--- src/rtl/lane_traffic_ctrl.sv ---
// Per-lane car position engine: every TICK_DIV enabled cycles each lane steps left/right and wraps on the screen width.
// Latency: positions, o_tick and o_wrap are registered and appear one cycle after the tick edge; no backpressure, i_enable pauses.
module lane_traffic_ctrl #(
    parameter int NUM_LANES = 8,
    parameter int X_WIDTH   = 10,
    parameter int SCREEN_W  = 640,
    parameter int SPEED_W   = 4,
    parameter int TICK_DIV  = 250000,
    parameter logic [NUM_LANES*X_WIDTH-1:0] INIT_X =
        {10'd560, 10'd480, 10'd400, 10'd320, 10'd240, 10'd160, 10'd80, 10'd0}
) (
    input  logic                           CLK,
    input  logic                           RST,
    input  logic                           i_enable,
    input  logic                           i_restart,
    input  logic [2:0]                     i_level,
    input  logic [NUM_LANES-1:0]           i_lane_dir,
    input  logic [NUM_LANES*SPEED_W-1:0]   i_lane_speed,
    output logic [NUM_LANES*X_WIDTH-1:0]   o_car_x,
    output logic                           o_tick,
    output logic [NUM_LANES-1:0]           o_wrap
);

    localparam int CNT_W  = $clog2(TICK_DIV);
    localparam logic [CNT_W-1:0] CNT_LAST = CNT_W'(TICK_DIV - 1);
    localparam int STEP_W = SPEED_W + 3;
    localparam int AW     = ((X_WIDTH > STEP_W) ? X_WIDTH : STEP_W) + 1;
    localparam logic [AW-1:0] SCR_A = AW'(SCREEN_W);

    logic [CNT_W-1:0]   cnt;
    logic               tick_edge;
    logic [X_WIDTH-1:0] car_x  [NUM_LANES];
    logic [X_WIDTH-1:0] next_x [NUM_LANES];
    logic [X_WIDTH-1:0] init_x [NUM_LANES];
    logic [NUM_LANES-1:0] next_wrap;

    // Restart wins over a coincident tick, so it also masks the tick pulse.
    assign tick_edge = i_enable && !i_restart && (cnt == CNT_LAST);

    for (genvar k = 0; k < NUM_LANES; k++) begin : g_lane
        logic [X_WIDTH-1:0] init_raw;
        logic [SPEED_W-1:0] spd;
        logic [STEP_W-1:0]  step;
        logic [AW-1:0]      x_w;
        logic [AW-1:0]      step_w;
        logic [AW-1:0]      sum_r;
        logic               wrap_r;
        logic               wrap_l;

        assign init_raw  = INIT_X[k*X_WIDTH +: X_WIDTH];
        assign init_x[k] = (AW'(init_raw) >= SCR_A) ? '0 : init_raw;

        assign spd    = i_lane_speed[k*SPEED_W +: SPEED_W];
        assign step   = (spd == '0) ? '0 : STEP_W'(spd) + STEP_W'(i_level);
        assign x_w    = AW'(car_x[k]);
        assign step_w = AW'(step);
        assign sum_r  = x_w + step_w;
        assign wrap_r = (sum_r >= SCR_A);
        assign wrap_l = (x_w < step_w);

        assign next_x[k] = i_lane_dir[k]
            ? (wrap_r ? X_WIDTH'(sum_r - SCR_A) : X_WIDTH'(sum_r))
            : (wrap_l ? X_WIDTH'(x_w + SCR_A - step_w) : X_WIDTH'(x_w - step_w));
        assign next_wrap[k] = i_lane_dir[k] ? wrap_r : wrap_l;

        assign o_car_x[k*X_WIDTH +: X_WIDTH] = car_x[k];
    end

    always_ff @(posedge CLK or posedge RST) begin
        if (RST) begin
            cnt    <= '0;
            o_tick <= 1'b0;
            o_wrap <= '0;
            for (int k = 0; k < NUM_LANES; k++) car_x[k] <= init_x[k];
        end else if (i_restart) begin
            cnt    <= '0;
            o_tick <= 1'b0;
            o_wrap <= '0;
            for (int k = 0; k < NUM_LANES; k++) car_x[k] <= init_x[k];
        end else begin
            o_tick <= tick_edge;
            o_wrap <= tick_edge ? next_wrap : '0;
            if (i_enable) cnt <= (cnt == CNT_LAST) ? '0 : cnt + CNT_W'(1);
            if (tick_edge) begin
                for (int k = 0; k < NUM_LANES; k++) car_x[k] <= next_x[k];
            end
        end
    end

endmodule

--- config.mk ---
export PLATFORM = sky130hd
export DESIGN_NAME = lane_traffic_ctrl
export DESIGN_NICKNAME = d
export VERILOG_FILES = /design/src/rtl/lane_traffic_ctrl.sv
export SDC_FILE = /design/constraint.sdc
export NUM_CORES = 1
export LEC_CHECK = 0
export ABC_AREA = 1
export BUFFER_PORTS_ARGS = -buffer_cell sky130_fd_sc_hd__buf_2
export CAP_MARGIN = 20
export CORE_ASPECT_RATIO = 0.9
export CORE_MARGIN = 2
export CORE_UTILIZATION = 39
export DETAILED_ROUTE_END_ITERATION = 8
export HOLD_SLACK_MARGIN = 0.03
export PLACE_DENSITY_LB_ADDON = 0.25
export SLEW_MARGIN = 0
export SYNTH_ARGS = -nofsm -noshare
export SYNTH_HDL_FRONTEND = slang
export SYNTH_SLANG_ARGS = --single-unit
export TNS_END_PERCENT = 20
--- constraint.sdc ---
create_clock -name CLK -period 4.3 [get_ports CLK]
set_input_delay 0.43 -clock CLK [delete_from_list [all_inputs] [get_ports CLK]]
set_output_delay 0.43 -clock CLK [all_outputs]
set_load 0.02 [all_outputs]
==> results of run 1 <==
-- cells in the mapped netlist, types with 6 or more instances --
cell type	instances	share of area
nand2_1	561	0.13
inv_1	368	0.086
nand3_1	243	0.076
ha_1	218	0.17
nor2_1	183	0.043
o21ai_0	123	0.039
a21oi_1	114	0.036
dfrtp_1	87	0.14
xor2_1	64	0.035
fa_1	56	0.070
a31oi_1	33	0.013
nand4_1	33	0.013
o22ai_1	33	0.013
nor3_1	28	0.0088
o21ai_1	22	0.0069
dfstp_2	20	0.033
o211ai_1	19	0.0089
xnor2_1	17	0.0093
buf_2	15	0.0047
inv_2	15	0.0035
nor4_1	12	0.0047
nand3b_1	11	0.0052
o21bai_1	10	0.0047
clkbuf_1	9	0.0021
a21oi_2	8	0.0044
buf_4	7	0.0033
or2_2	6	0.0023
-- through the flow --
step	instance area, µm²	hold WS [ps]	cells	power [µW]	utilization
6_report	17600	61.0	3053	2800	0.433
5_1_grt	17600	91.2	3053	3010	0.433
4_1_cts	17500	331	3051	2840	0.432
3_5_place_dp	17200	540	3035	1930	0.425
3_3_place_gp	17200	539	3035	1910	0.425
2_1_floorplan	16000	488	2381	1690	-
-- cell type report --
| type | instances | area share |
|---|---|---|
| Antenna cell | 1 | 0.000142 |
| Clock buffer | 11 | 0.0138 |
| Clock inverter | 5 | 0.00264 |
| Inverter | 388 | 0.0831 |
| Multi-Input combinational cell | 1849 | 0.660 |
| Sequential cell | 107 | 0.154 |
| Tap cell | 540 | 0.0385 |
| Timing Repair Buffer | 152 | 0.0476 |
-- metal layers --
metal	up-vias	share of wire
met5	-	0
met4	0	0.016
met3	43	0.043
met2	400	0.46
met1	7506	0.48
li1	8052	-
-- report_power, final --
group          leakage [µW]  internal, µW  total, µW  switching (µW)
logic               0.00774           320        910             590
clock network      0.000142           421        885             464
registers           0.00143          1010       1010            1.01
-- worst max-delay path, stage by stage --
cell	delay (ps)
buf_2	210
ha_1	270
fa_1	400
nand2_1	90
inv_1	40
nor3_1	280
inv_1	90
ha_1	490
inv_1	140
a21oi_1	180
nand2_1	90
nand2_1	90
nand2_1	80
nand2_1	70
nand2_1	40
nand2_1	100
inv_1	70
ha_1	210
o21ai_0	220
inv_1	100
nand3_1	100
nand3_1	80
nand2_1	70
nand2_1	50
-- sequential cells by signal (all words and copies together) (netlist names) --
register and cells:
o_car_x 80, cnt 18, o_tick 1, o_wrap 8
-- how the worst max path moves through the flow --
stage	start	endpoint	cells past startpoint
2_1_floorplan	i_level[0]	o_car_x[17]	24
3_3_place_gp	i_level[1]	o_car_x[17]	23
3_5_place_dp	i_level[0]	o_car_x[17]	24
4_1_cts	i_level[0]	o_car_x[17]	24
5_1_grt	i_level[0]	o_car_x[17]	24
6_report	i_level[0]	o_car_x[17]	24
-- kinds of logic (layout without fill, tap and decap cells) --
group	Yosys count	in the layout	synth area share
xor+xnor	81	81	0.0444
other cells	0	1	0
buf+inv	425	556	0.105
fa+ha+maj	274	274	0.241
compound gates	385	385	0.138
flops	107	107	0.169
simple gates	1109	1109	0.303
==> results.cfg, run 1 <==
[status]
outcome = finished clean

[synth]
synth_ff_type = dfrtp_1
async_reset_ff_frac = 1.00
ys_types = 55
synth_warnings = 0
synthCells = 2381
syn_avg_cell_area_um2 = 6.71
syn_area_um2 = 16000
ys_seq_area_frac = 0.169
synth_nets = 2702
synth-seq-cells = 107
synth_edf_count = 0

[worst_setup_path]
worstSetupPathType = primary input to flip-flop
ff2ff_setup_slack_ps = 1470
timing.rr.start = o_car_x[50]
path_max_fanout = 8
worstPathArrival_ps = 4020
cp_data_required_time_ps = 4570
reg2regPathDepth = 17
reg2reg_to = o_car_x[57]
crit_path_start_kind = primary input
critical_path.endpoint_type = flip-flop

[cells_and_area]
layout_common_cells = 561 x nand2_1, 367 x inv_1, 243 x nand3_1, 218 x ha_1, 183 x nor2_1
final_common_cell = nand2_1
fillers = 4155
regArea_um2 = 2700
layout-drive-gt1-share = 0.0971
layout.nets = 2828
multi_input_area_um2 = 11600
syn_to_final_growth_pct = 9.90

[sta]
drv_slew = 0
hold_viol_final = 0
worst_pin_slew_ps = 1070
worst_slack_ps = 555
tns_ps = 0
layout_min_cycle_time_ps = 3750
period_share = 0.871
setup_viol = 0
rsz0062_at_grt = false
max_freq_mhz = 267
maxSlewHeadroom = 0.282
fin_skew_ps = 16.0

[global_route]
grt_start_max_net_pins = 74
grt_pass1_vias = 15500
use_met1 = 0.314
antenna_found_initial = 1
met2_usage = 0.380
grtUsageTotal = 0.227
top_usage_layer = met2
grt_pass1_wl_mm = 79.1
met3_usage = 0.0278
grt_overflow_total = 0

[worst_hold_path]
holdCritPathClass = primary input to asynchronous set/reset pin

[clock_network]
clk_path_buf_depth = 2
clock_latency_ps = 390
cts_setup_buffers = 0
cts_tree = yes
htree_levels = 3
clk_pin_slew_ps = 90
cts.sinks = 107
cts.root.buffer_cell = clkbuf_16
cts_hold_buf = 0
cts_resized = 0
cts_buffers = 9

[detailed_routing]
vias = 16000
via_per_inst = 5.24
drc = 0
first_pass_iters = 6
ant_nets = 0
wl_per_cell_um = 15.6
wirelength_mm = 47.7
drt_iter0_markers = 1072

[floorplan]
die_h_um = 196
initial_core_util = 0.394
placeableCoreArea_um2 = 40600
ioPinCount = 136
row_count = 70
fp.dieW_um = 217
dieArea_um2 = 42600

[power_and_ir_drop]
irDropWorstVdd_mv = 0.141
leakage_uw = 0.00930
powerDensity_nw_per_um2 = 160

[run]
drv_cap = 0

[place]
pre_cts_ws_ps = 201
dp_hpwl_mm = 37.1
io_buffers = 135
place.gp.congestion = 0.899
(Power assumes the default switching activity.)
==> inputs of run 2 (changes only) <==
Settings changed: ABC_AREA 1 to default.
==> results.cfg, run 2 <==
[status]
outcome = finished clean

[synth]
synth_commonest_cells = 220 x inv_1, 218 x ha_1, 154 x nand2_1
async_reset_ff_frac = 1.00
synthCells = 1946
synth-seq-cells = 107
yosysMostFrequentCell = inv_1
syn_area_um2 = 15700
synth_nets = 2267
ys_types = 91
syn_avg_cell_area_um2 = 8.07
ys_seq_area_frac = 0.172
synthDominantCellAreaShare = 0.174
synth_ff_type = dfrtp_1
synthTopCellsByArea = ha_1 17%, dfrtp_1 14%, fa_1 7.1%
synth_warnings = 0
synth_edf_count = 0
synth_largest_area_cell = ha_1

[global_route]
grt_pass1_wl_mm = 77.3
grt_start_max_net_pins = 62
grt_pass1_vias = 14500
grt_overflow_total = 0
antenna_found_initial = 1
grtUsageTotal = 0.226

[detailed_routing]
vias = 14700
first_pass_iters = 5
via_per_inst = 5.61
wirelength_mm = 47.4
drt_iter0_markers = 1071
ant_nets = 0
drc = 0
wl_per_cell_um = 18.2

[sta]
rsz0062_at_grt = false
layout_min_cycle_time_ps = 3890
drv_slew = 0
tns_ps = 0
fin_skew_ps = 19.1
max_freq_mhz = 257
worst_pin_slew_ps = 923
maxSlewHeadroom = 0.383
holdWs_ps = 193
setup_viol = 0
period_share = 0.904
hold_viol_final = 0
worst_slack_ps = 411

[worst_setup_path]
timing.rr.start = o_car_x[51]
ff2ff_setup_slack_ps = 1030
reg2reg_to = o_car_x[59]
cp_data_required_time_ps = 4620
critical_path.endpoint_type = flip-flop
reg2regPathDepth = 11
worstPathArrival_ps = 4200
worstSetupPathType = primary input to flip-flop
path_max_fanout = 13
crit_path_start_kind = primary input

[clock_network]
cts_buffers = 9
clock_latency_ps = 390
clk_path_buf_depth = 2
cts_hold_buf = 0
cts_setup_buffers = 0
cts.sinks = 107
cts.root.buffer_cell = clkbuf_16
cts_resized = 0
cts_tree = yes
clk_pin_slew_ps = 90
htree_levels = 3

[cells_and_area]
regArea_um2 = 2700
fillers = 3957
largest_reg_flops = 80
layout.nets = 2395
layout_common_cells = 219 x inv_1, 218 x ha_1, 154 x nand2_1, 135 x buf_2, 123 x nor2_1
multi_input_area_um2 = 11900
final_common_cell = inv_1
layout-drive-gt1-share = 0.129
syn_to_final_growth_pct = 11.5

[place]
place.gp.congestion = 0.889
dp_hpwl_mm = 36.6
pre_cts_ws_ps = 25.9
io_buffers = 135

[power_and_ir_drop]
irDropWorstVdd_mv = 0.202
leakage_uw = 0.00815
powerDensity_nw_per_um2 = 168
report.power.total_uw = 2950

[floorplan]
fp.dieW_um = 216
ioPinCount = 136
die_h_um = 194
row_count = 69
placeableCoreArea_um2 = 39600
initial_core_util = 0.397
dieArea_um2 = 41900

[worst_hold_path]
holdCritPathClass = primary input to asynchronous set/reset pin

[run]
drv_cap = 0
==> run 2: cell types whose count changed in the layout (fill, tap and decap cells not counted), moves of 26 or more <==
cell,delta
buf_4,+43
nor3_1,+26
inv_1,-148
xor2_1,-36
nor2_1,-60
xnor2_1,+102
nand3_1,-184
a211oi_1,+27
nand2b_1,+28
nand2_1,-407
==> run 2: kinds of logic after synthesis <==
logic type,Yosys count,synth area share
AO/OA/AOI/OAI,555,0.245
XOR/XNOR,147,0.0819
adder cells (fa/ha/maj),274,0.245
buffers and inverters,301,0.0726
flip-flops,107,0.172
multiplexers,24,0.0165
AND/OR/NAND/NOR,538,0.167
==> run 2: through the flow <==
stage / cell area, µm² / cells / utilization
5_1_grt: 17500 / 2612 / 0.442
3_5_place_dp: 17200 / 2595 / 0.434
3_3_place_gp: 17200 / 2595 / 0.434
4_1_cts: 17500 / 2611 / 0.442
6_report: 17500 / 2612 / 0.442
2_1_floorplan: 15700 / 1946 / -
==> run 2: power by group <==
part	switching, µW	internal, µW
Clock	488	417
Combinational	619	405
Sequential	5.92	1010
==> run 2: cell type report <==
type / count / area share
Clock inverter: 7 / 0.00436
Tap cell: 532 / 0.0380
Sequential cell: 107 / 0.154
Antenna cell: 1 / 0.000143
Inverter: 225 / 0.0483
Timing Repair Buffer: 193 / 0.0634
Multi-Input combinational cell: 1538 / 0.679
Clock buffer: 9 / 0.0129
==> run 2: how the worst max path moves through the flow <==
stage	startpoint	endpoint	cells past startpoint
finish	i_level[1]	o_car_x[59]	16
global route	i_level[1]	o_car_x[59]	16
CTS	i_level[1]	o_car_x[59]	16
detailed placement	i_level[1]	o_car_x[59]	16
global placement	i_level[1]	o_car_x[7]	17
floorplan	i_level[0]	o_car_x[59]	14
==> run 2: per-layer routing <==
metal  track usage  routed length, µm  vias up
met5             0                  0        -
met4        0.0485                745        0
met3        0.0374               2280       49
met2         0.373              22100      341
met1         0.311              22300     7119
li1              -                  -     7153
==> run 2: critical path, stage by stage <==
cell and delay [ps]:
buf_2 410, ha_1 320, a21o_1 180, a21oi_1 180
nor3_1 60, a21oi_1 230, ha_1 220, inv_1 50
fa_1 530, o21bai_1 130, a221o_1 340, a211oi_1 310
xnor2_1 150, nor2_1 60, a2111oi_0 420, a211o_1 150
